$ cat src/rtl/fifo_pkg.sv
// Shared defaults and elaboration helpers for the parametrised FIFO controller.
package fifo_pkg;

  localparam int DEF_DEPTH    = 16;
  localparam int DEF_AE_LEVEL = 2;

  // Address width for a given power-of-two depth.
  function automatic int addr_w(input int depth);
    return $clog2(depth);
  endfunction

  // Default almost-full threshold: two entries short of full.
  function automatic int def_af_level(input int depth);
    return depth - 2;
  endfunction

  function automatic bit is_pow2(input int v);
    return (v >= 2) && ((v & (v - 1)) == 0);
  endfunction

endpackage

$ cat src/rtl/fifo_ptr.sv
// Wrap-around pointer: the extra MSB distinguishes full from empty when addresses match.
module fifo_ptr #(
  parameter int W = 5
) (
  input  logic         clk,
  input  logic         rst,
  input  logic         clr,
  input  logic         inc,
  output logic [W-1:0] ptr
);

  // Reset and flush both return the pointer to zero; increments wrap modulo 2^W.
  always_ff @(posedge clk) begin
    if (rst || clr) begin
      ptr <= '0;
    end else if (inc) begin
      ptr <= ptr + W'(1);
    end
  end

endmodule

$ cat src/rtl/fifo_ctrl_param.sv
// FIFO pointer/flag controller for a dual-port register file with async read.
module fifo_ctrl_param
  import fifo_pkg::*;
#(
  parameter int DEPTH    = DEF_DEPTH,
  parameter int AF_LEVEL = def_af_level(DEPTH),
  parameter int AE_LEVEL = DEF_AE_LEVEL,
  localparam int ADDR_W  = addr_w(DEPTH)
) (
  input  logic              clk,
  input  logic              rst,
  input  logic              clr,
  input  logic              err_clr,
  input  logic              push,
  input  logic              pop,
  output logic              wr_en,
  output logic              rd_en,
  output logic [ADDR_W-1:0] w_addr,
  output logic [ADDR_W-1:0] r_addr,
  output logic [ADDR_W:0]   count,
  output logic              full,
  output logic              empty,
  output logic              almost_full,
  output logic              almost_empty,
  output logic              overflow,
  output logic              underflow
);

  localparam int PTR_W = ADDR_W + 1;
  localparam logic [PTR_W-1:0] DEPTH_C = PTR_W'(DEPTH);
  localparam logic [PTR_W-1:0] AF_C    = PTR_W'(AF_LEVEL);
  localparam logic [PTR_W-1:0] AE_C    = PTR_W'(AE_LEVEL);

  // Reject illegal parameterisations at elaboration.
  if (!is_pow2(DEPTH)) begin : g_bad_depth
    $error("fifo_ctrl_param: DEPTH must be a power of two >= 2");
  end
  if (AF_LEVEL < 1 || AF_LEVEL > DEPTH) begin : g_bad_af
    $error("fifo_ctrl_param: AF_LEVEL must be in 1..DEPTH");
  end
  if (AE_LEVEL < 0 || AE_LEVEL > DEPTH - 1) begin : g_bad_ae
    $error("fifo_ctrl_param: AE_LEVEL must be in 0..DEPTH-1");
  end

  logic [PTR_W-1:0] w_ptr;
  logic [PTR_W-1:0] r_ptr;
  logic [PTR_W-1:0] count_reg;
  logic [PTR_W-1:0] count_next;
  logic             full_reg;
  logic             empty_reg;
  logic             af_reg;
  logic             ae_reg;
  logic             ovf_reg;
  logic             udf_reg;

  // A pop on a full FIFO frees the slot being written, so push is accepted too.
  assign rd_en = pop & ~empty_reg & ~clr;
  assign wr_en = push & ~clr & (~full_reg | pop);

  assign count_next = count_reg + PTR_W'(wr_en) - PTR_W'(rd_en);

  fifo_ptr #(.W(PTR_W)) u_wr_ptr (
    .clk (clk),
    .rst (rst),
    .clr (clr),
    .inc (wr_en),
    .ptr (w_ptr)
  );

  fifo_ptr #(.W(PTR_W)) u_rd_ptr (
    .clk (clk),
    .rst (rst),
    .clr (clr),
    .inc (rd_en),
    .ptr (r_ptr)
  );

  // Occupancy and status flags, all derived from the next count so they never lag.
  always_ff @(posedge clk) begin
    if (rst || clr) begin
      count_reg <= '0;
      full_reg  <= 1'b0;
      empty_reg <= 1'b1;
      af_reg    <= 1'b0;
      ae_reg    <= 1'b1;
    end else begin
      count_reg <= count_next;
      full_reg  <= (count_next == DEPTH_C);
      empty_reg <= (count_next == '0);
      af_reg    <= (count_next >= AF_C);
      ae_reg    <= (count_next <= AE_C);
    end
  end

  // Sticky errors; a new error event beats a simultaneous err_clr.
  always_ff @(posedge clk) begin
    if (rst) begin
      ovf_reg <= 1'b0;
      udf_reg <= 1'b0;
    end else begin
      if (push && full_reg && !pop) begin
        ovf_reg <= 1'b1;
      end else if (err_clr) begin
        ovf_reg <= 1'b0;
      end
      if (pop && empty_reg) begin
        udf_reg <= 1'b1;
      end else if (err_clr) begin
        udf_reg <= 1'b0;
      end
    end
  end

  assign w_addr       = w_ptr[ADDR_W-1:0];
  assign r_addr       = r_ptr[ADDR_W-1:0];
  assign count        = count_reg;
  assign full         = full_reg;
  assign empty        = empty_reg;
  assign almost_full  = af_reg;
  assign almost_empty = ae_reg;
  assign overflow     = ovf_reg;
  assign underflow    = udf_reg;

  // Pointer distance must always equal the tracked occupancy.
  a_ptr_count : assert property (@(posedge clk) disable iff (rst)
    (PTR_W'(w_ptr - r_ptr) == count_reg));

endmodule

$ cat config.mk
export PLATFORM = sky130hd
export DESIGN_NAME = fifo_ctrl_param
export DESIGN_NICKNAME = d
export VERILOG_FILES = /design/src/rtl/fifo_pkg.sv /design/src/rtl/fifo_ptr.sv /design/src/rtl/fifo_ctrl_param.sv
export SDC_FILE = /design/constraint.sdc
export NUM_CORES = 1
export LEC_CHECK = 0
export CAP_MARGIN = 20
export CORE_ASPECT_RATIO = 1.2
export CORE_MARGIN = 3
export CORE_UTILIZATION = 45
export DETAILED_ROUTE_END_ITERATION = 6
export GPL_TIMING_DRIVEN = 0
export PLACE_DENSITY_LB_ADDON = 0.15
export SLEW_MARGIN = 20
export SYNTH_ARGS = -nofsm -noshare
export SYNTH_HDL_FRONTEND = slang
export SYNTH_SLANG_ARGS = --single-unit
$ cat constraint.sdc
create_clock -name clk -period 3.41 [get_ports clk]
set_input_delay 0.8525 -clock clk [delete_from_list [all_inputs] [get_ports clk]]
set_output_delay 0.8525 -clock clk [all_outputs]
set_load 0.01 [all_outputs]
# Word-level counts from Yosys, hierarchy flattened
# Index checks and enable logic that the tools add are counted.
# word_totals
ff_bits,21
word_cells,35
input_bits,6
# classes
n_bitwise,8
n_lt_le_gt_ge,2
addsub,4
reduce_logical,8
mux,3
eq_ne,1
# ops
op,n
"5-bit by 1-bit adder with 5-bit output, second input constant",2
5-bit by 1-bit adder with 5-bit output,1
"5-bit == test, second input constant",1
"5-bit by 4-bit >= comparator with 1-bit output, second input constant",1
"5-bit by 2-bit <= comparator with 1-bit output, second input constant",1
5-bit zero test,1
5-bit by 1-bit subtractor with 5-bit output,1
1-bit bitwise AND,4
2-bit nonzero test,2
1-bit logical AND,3
1-bit 2-to-1 mux,3
1-bit NOT,3
1-bit zero test,1
1-bit logical OR,1
1-bit bitwise OR,1

# Depth between registers and ports, before layout
# Gate-level depths: netlist of the first run.
# logic_depth
word_depth,6
mapped_depth,9
mapped_depth_nobuf,9

# Cells and area by module
# From an unflattened synthesis of the first run, not the netlist that was laid out.
# hier_totals
cells_unflattened,110
hier_area_um2,1068.5
# modules_own_cells
module,seq_area_each_um2,cells_per_inst,instances,area_per_inst_um2
fifo_ctrl_param,220.2,64,1,590.6
fifo_ptr,100.1,23,2,239.0

# Least setup slack after synthesis of the first run
# Ideal clock, no wire load.
# synth_timing
path_type,input port to flip-flop
startpoint,in clr
endpoint,reg full_reg (netlist: full)
arrival_ns,3.012
setup_slack_ns,0.306
path_buffers,0
setup_ns,0.092
path_stages,9
cell_sequence,nor3b_1 ha_1 inv_1 ha_1 fa_1 a21o_2 a21oi_1 xor2_1 nor4_1
# synth_via
elab_chain_cells,6
elab_cells_between_ends,8
cone_classes,add/sub: 2; eq/ne: 1; bitwise: 4; reduce/logical: 1
# synth_rtl
element,line_no,text
from (decl),fifo_ctrl_param.sv:12,"input logic clr,"
1-bit NOT,"fifo_ctrl_param.sv:57, fifo_ctrl_param.sv:58",
1-bit bitwise AND (2 in series),fifo_ctrl_param.sv:58,assign wr_en = push & ~clr & (~full_reg | pop);
5-bit by 1-bit adder with 5-bit output,fifo_ctrl_param.sv:60,assign count_next = count_reg + PTR_W'(wr_en) - PTR_W'(rd_en);
5-bit by 1-bit subtractor with 5-bit output,fifo_ctrl_param.sv:60,
5-bit == test,fifo_ctrl_param.sv:88,full_reg <= (count_next == DEPTH_C);
to (signal assigned),fifo_ctrl_param.sv:88,
to (decl),fifo_ctrl_param.sv:49,logic full_reg;
# Several ways; a longest one is shown, not always the timed one.
# A chain may end at the register's enable or synchronous reset.

# Worst setup path after layout of the first run
# layout_timing
startpoint,in pop
endpoint,out wr_en
# layout_via
elab_chain_cells,2
# layout_rtl
element,line_no,text
from (decl),fifo_ctrl_param.sv:15,"input logic pop,"
1-bit bitwise OR,fifo_ctrl_param.sv:58,
1-bit bitwise AND,fifo_ctrl_param.sv:58,
to (decl),fifo_ctrl_param.sv:16,"output logic wr_en,"
# No other way between the ends.

==> report_table.html, run 1 <==
<table>
<tr><th>Metric</th><th>Value</th></tr>
<tr><th colspan="2">STA</th></tr>
<tr><td>Relative slew margins</td><td>0.697</td></tr>
<tr><td>Setup Skew</td><td>roughly 0.0026 ns</td></tr>
<tr><td>Period minus WS final</td><td>3.31 ns</td></tr>
<tr><td>Max Fclk</td><td>0.302 GHz</td></tr>
<tr><td>Setup repair after global routing missed its margin</td><td>false</td></tr>
<tr><td>Slew at the pin closest to its max-slew limit</td><td>0.455 ns</td></tr>
<tr><td>Hold violation total from the final report</td><td>0</td></tr>
<tr><td>Final worst-path cycle share</td><td>0.972</td></tr>
<tr><td>Post-Route Hold Slack</td><td>0.476 ns</td></tr>
<tr><td>Final Max Slew Viols</td><td>0</td></tr>
<tr><td>Number of endpoints failing setup at the final stage</td><td>0</td></tr>
<tr><td>Crit path setup slack, layout</td><td>0.0956 ns</td></tr>
<tr><th colspan="2">Drt</th></tr>
<tr><td>First-iteration detailed-routing DRC count</td><td>10</td></tr>
<tr><td>Wire length after detailed routing</td><td>1680 um</td></tr>
<tr><td>Residual antenna-violating net count after detailed routing</td><td>0</td></tr>
<tr><td>Drt via density</td><td>5.21</td></tr>
<tr><td>TritonRoute pass-1 iters</td><td>4</td></tr>
<tr><td># DRC</td><td>0</td></tr>
<tr><td>Via count</td><td>740</td></tr>
<tr><td>Routed wire per std cell</td><td>11.9 um</td></tr>
<tr><th colspan="2">GRT</th></tr>
<tr><td>Pin count of the biggest net entering global routing</td><td>12</td></tr>
<tr><td>Antenna violations before repair</td><td>0</td></tr>
<tr><td>Wire length of the first global-routing pass</td><td>2790 um</td></tr>
<tr><td>Number of global-route vias before repair</td><td>~670</td></tr>
<tr><td>All-layer global routing usage</td><td>0.151</td></tr>
<tr><td>Remaining global-route overflow</td><td>0</td></tr>
<tr><th colspan="2">Clocking</th></tr>
<tr><td>Clock Sink Count</td><td>19</td></tr>
<tr><td>Clock-pin slew on the worst setup and hold paths</td><td>roughly 0.11 ns</td></tr>
<tr><td>CTS Buf Count</td><td>3</td></tr>
<tr><td>H-tree depth reported by CTS</td><td>1</td></tr>
<tr><td># hold bufs at CTS</td><td>0</td></tr>
<tr><td>Largest buffer count on any clock path</td><td>2</td></tr>
<tr><td>TritonCTS clock tree</td><td>yes</td></tr>
<tr><td>Clock insertion delay at the later pin of the skew report</td><td>0.29 ns</td></tr>
<tr><td>CTS root buf</td><td>sky130_fd_sc_hd__clkbuf_4</td></tr>
<tr><th colspan="2">Yosys</th></tr>
<tr><td>Number of enable flip-flop cells after synthesis</td><td>0</td></tr>
<tr><td>Portion of synthesized cell area occupied by the leading cell type</td><td>0.430</td></tr>
<tr><td>Sequential share of the synthesized area</td><td>0.430</td></tr>
<tr><td>Main area contributors after synthesis</td><td>sky130_fd_sc_hd__dfxtp_1, sky130_fd_sc_hd__ha_1, sky130_fd_sc_hd__xor2_1</td></tr>
<tr><td>Synthesized Nets</td><td>108</td></tr>
<tr><td>Synth top cells by count</td><td>sky130_fd_sc_hd__dfxtp_1, sky130_fd_sc_hd__nor2_1, sky130_fd_sc_hd__ha_1</td></tr>
<tr><td>Cell with the most instances after synthesis</td><td>sky130_fd_sc_hd__dfxtp_1</td></tr>
<tr><td>Synth Area per Inst</td><td>approximately 9.4 sq um</td></tr>
<tr><td>Synthesis-stage register bit count</td><td>19</td></tr>
<tr><td>Library cell occupying the most area in the post-synthesis netlist</td><td>sky130_fd_sc_hd__dfxtp_1</td></tr>
<tr><td>Gate Count Post-Synth</td><td>94</td></tr>
<tr><td>Share of flip-flops with an asynchronous set or reset</td><td>0</td></tr>
<tr><td>Top_reg_cell synth</td><td>sky130_fd_sc_hd__dfxtp_1</td></tr>
<tr><td>Syn Std Cell Area</td><td>885 sq um</td></tr>
<tr><td>Count of warnings emitted by yosys</td><td>0</td></tr>
<tr><td>Netlist cell types</td><td>27</td></tr>
<tr><th colspan="2">Setup path</th></tr>
<tr><td>CP startpoint kind</td><td>input pin</td></tr>
<tr><td>Arrival time at the worst endpoint</td><td>between 2 and 2.5 ns</td></tr>
<tr><td>Worst-path fanout max</td><td>5</td></tr>
<tr><td>Setup crit end kind</td><td>output port</td></tr>
<tr><td>CP Depth</td><td>5</td></tr>
<tr><td>Reg2reg setup slack</td><td>between 0.9 and 1 ns</td></tr>
<tr><td>Crit path kind</td><td>in2out</td></tr>
<tr><td>R2R depth</td><td>9</td></tr>
<tr><td>Worst path bufs/invs</td><td>2</td></tr>
<tr><td>Highest-delay cell along the critical path</td><td>sky130_fd_sc_hd__clkdlybuf4s50_1</td></tr>
<tr><td>Critical path cell sequence</td><td>clkdlybuf4s50_1, nand2b_1, nand2_1, nor2_2, clkdlybuf4s50_1</td></tr>
<tr><td>Most used cell, CP</td><td>sky130_fd_sc_hd__clkdlybuf4s50_1</td></tr>
<tr><td>Max stage delay on crit path</td><td>0.56 ns</td></tr>
<tr><td>CP top delay family</td><td>buffers and inverters</td></tr>
<tr><td>R2R Path End</td><td>full$_SDFF_PP0_</td></tr>
<tr><td>Source of the worst register-to-register timing path</td><td>empty$_SDFF_PP1_</td></tr>
<tr><td>Required time at the endpoint of the critical path</td><td>about 2.6 ns</td></tr>
<tr><th colspan="2">Floorplan</th></tr>
<tr><td>Total I/O pin count</td><td>27</td></tr>
<tr><td>Standard cell core area</td><td>0.00174 sq mm</td></tr>
<tr><td>Initial standard-cell utilization of the core</td><td>0.508</td></tr>
<tr><td>Cell row count</td><td>16</td></tr>
<tr><td>Die width</td><td>46.5 um</td></tr>
<tr><td>Die height</td><td>54.6 um</td></tr>
<tr><td>Die ar.</td><td>between 0.002 and 0.003 sq mm</td></tr>
<tr><th colspan="2">Worst hold path</th></tr>
<tr><td>Worst Hold Class</td><td>reg2reg</td></tr>
<tr><td>Worst hold endpoint</td><td>underflow$_SDFFE_PP0P_</td></tr>
<tr><td>Number of cells traversed by the worst hold path</td><td>2</td></tr>
<tr><td>Hold Crit Start</td><td>underflow$_SDFFE_PP0P_</td></tr>
<tr><th colspan="2">Pwr</th></tr>
<tr><td>Static Leakage</td><td>0.469 nW</td></tr>
<tr><td>Maximum vdd ir drop</td><td>369 uV</td></tr>
<tr><td>Pwr dens</td><td>just under 400 mW/mm^2</td></tr>
<tr><th colspan="2">Cells and area</th></tr>
<tr><td>Share of cells above drive strength 1</td><td>0.0645</td></tr>
<tr><td>Final #Nets</td><td>139</td></tr>
<tr><td>Fill cells</td><td>approximately 140</td></tr>
<tr><td>Number of antenna diodes</td><td>0</td></tr>
<tr><td>Filler-free cell count of the finished design</td><td>142</td></tr>
<tr><td>Number of flip-flops under the largest register name</td><td>5</td></tr>
<tr><td>Finished Core Util</td><td>0.694</td></tr>
<tr><td>Area overhead of the layout relative to synthesis</td><td>36.6%</td></tr>
<tr><th colspan="2">Place</th></tr>
<tr><td>Final RePlAce weighted congestion</td><td>about 0.75</td></tr>
<tr><td>Port Buffers</td><td>26</td></tr>
<tr><td>Post-place setup slack</td><td>-0.323 ns</td></tr>
<tr><td>Placed insts</td><td>approximately 140</td></tr>
<tr><td>Detailed Place HPWL</td><td>around 1300 um</td></tr>
<tr><th colspan="2">Job</th></tr>
<tr><td>Maxcap violations</td><td>0</td></tr>
<tr><th colspan="2">Outcome</th></tr>
<tr><td>Run status</td><td>finished, final reports clean</td></tr>
</table>
tightest hold or removal path, stage by stage (launching register included):
cell	delay, ns
sky130_fd_sc_hd__dfxtp_1	0.32
sky130_fd_sc_hd__nand2b_1	0.06
sky130_fd_sc_hd__a21oi_1	0.05
through the flow:
step / TNS, ns / total power, mW / area [sq um]
3_5_place_dp: -1.48 / 0.367 / 1170
5_1_grt: 0 / 0.505 / 1210
3_3_place_gp: -1.34 / 0.366 / 1170
2_1_floorplan: 0 / 0.318 / 885
4_1_cts: 0 / 0.478 / 1200
6_report: 0 / 0.476 / 1210
repair_timing:
| item | 4_1_cts | 5_1_grt |
|---|---|---|
| endpoints found under the setup margin | 2 | 1 |
| buffers inserted | 0 | 0 |
| gates resized for setup | 1 | 2 |
cell families after synthesis:
kind of cell	synth area share
XOR/XNOR	0.109
flip-flops	0.430
AO/OA/AOI/OAI	0.0849
adder cells (fa/ha/maj)	0.122
buffers and inverters	0.0297
multiplexers	0.0113
AND/OR/NAND/NOR	0.214
cell type report:
cell class,instances,area (sq um),share of cell area
Clock inverter,1,5.00,0.00414
Sequential cell,19,380,0.315
Inverter,6,22.5,0.0186
Timing Repair Buffer,26,260,0.215
Buffer,1,3.75,0.00311
Clock buffer,3,22.5,0.0186
Multi-Input combinational cell,68,492,0.407
Tap cell,18,22.5,0.0186
where the power goes:
group	leakage [nW]	switching, mW	total (mW)	internal, mW
clock	0.0177	0.0683	0.112	0.0435
combinational	0.297	0.0583	0.120	0.0615
sequential	0.154	0.00935	0.245	0.235
total	0.469	0.136	0.476	0.340
layer usage:
metal  wire (um)  up-vias  global-route usage  share of wire
li1            -      377                   -              -
met1         715      345               0.177           0.42
met2         862       16               0.266           0.51
met3          97        2              0.0296          0.058
met4           9        0              0.0569         0.0053
met5           0        -                   0              0
placed cells by master (no fill, tap or decap), types with 2 or more instances in the layout:
cell and count:
sky130_fd_sc_hd__nor2_1 10, sky130_fd_sc_hd__nand4_1 2, sky130_fd_sc_hd__clkdlybuf4s50_1 26, sky130_fd_sc_hd__ha_1 7
sky130_fd_sc_hd__nand3_1 2, sky130_fd_sc_hd__inv_1 6, sky130_fd_sc_hd__a21oi_1 6, sky130_fd_sc_hd__xnor2_1 5
sky130_fd_sc_hd__nand2b_1 2, sky130_fd_sc_hd__nand2_1 6, sky130_fd_sc_hd__o31ai_1 3, sky130_fd_sc_hd__and2_1 3
sky130_fd_sc_hd__clkbuf_4 3, sky130_fd_sc_hd__nor2b_1 3, sky130_fd_sc_hd__dfxtp_1 19, sky130_fd_sc_hd__xor2_1 6
worst max path at each step:
stage / end / startpoint / slack, ns
floorplan: full$_SDFF_PP0_ / clr / 0.31
global placement: almost_full$_SDFF_PP0_ / clr / -0.29
detailed placement: full$_SDFF_PP0_ / clr / -0.32
CTS: wr_en / pop / 0.05
global route: wr_en / pop / 0.006
finish: wr_en / pop / 0.1
No activity file was read; power rests on OpenSTA's default activity.
==> run 2, diff against run 1 <==
--- a/config.mk
+++ b/config.mk
@@ -12,6 +12,7 @@
 export DETAILED_ROUTE_END_ITERATION = 6
 export GPL_TIMING_DRIVEN = 0
 export PLACE_DENSITY_LB_ADDON = 0.15
+export SKIP_CTS_REPAIR_TIMING = 1
 export SLEW_MARGIN = 20
 export SYNTH_ARGS = -nofsm -noshare
 export SYNTH_HDL_FRONTEND = slang
==> results of run 2 <==
The final DEF is identical to that of run 1; final timing and power are the same.
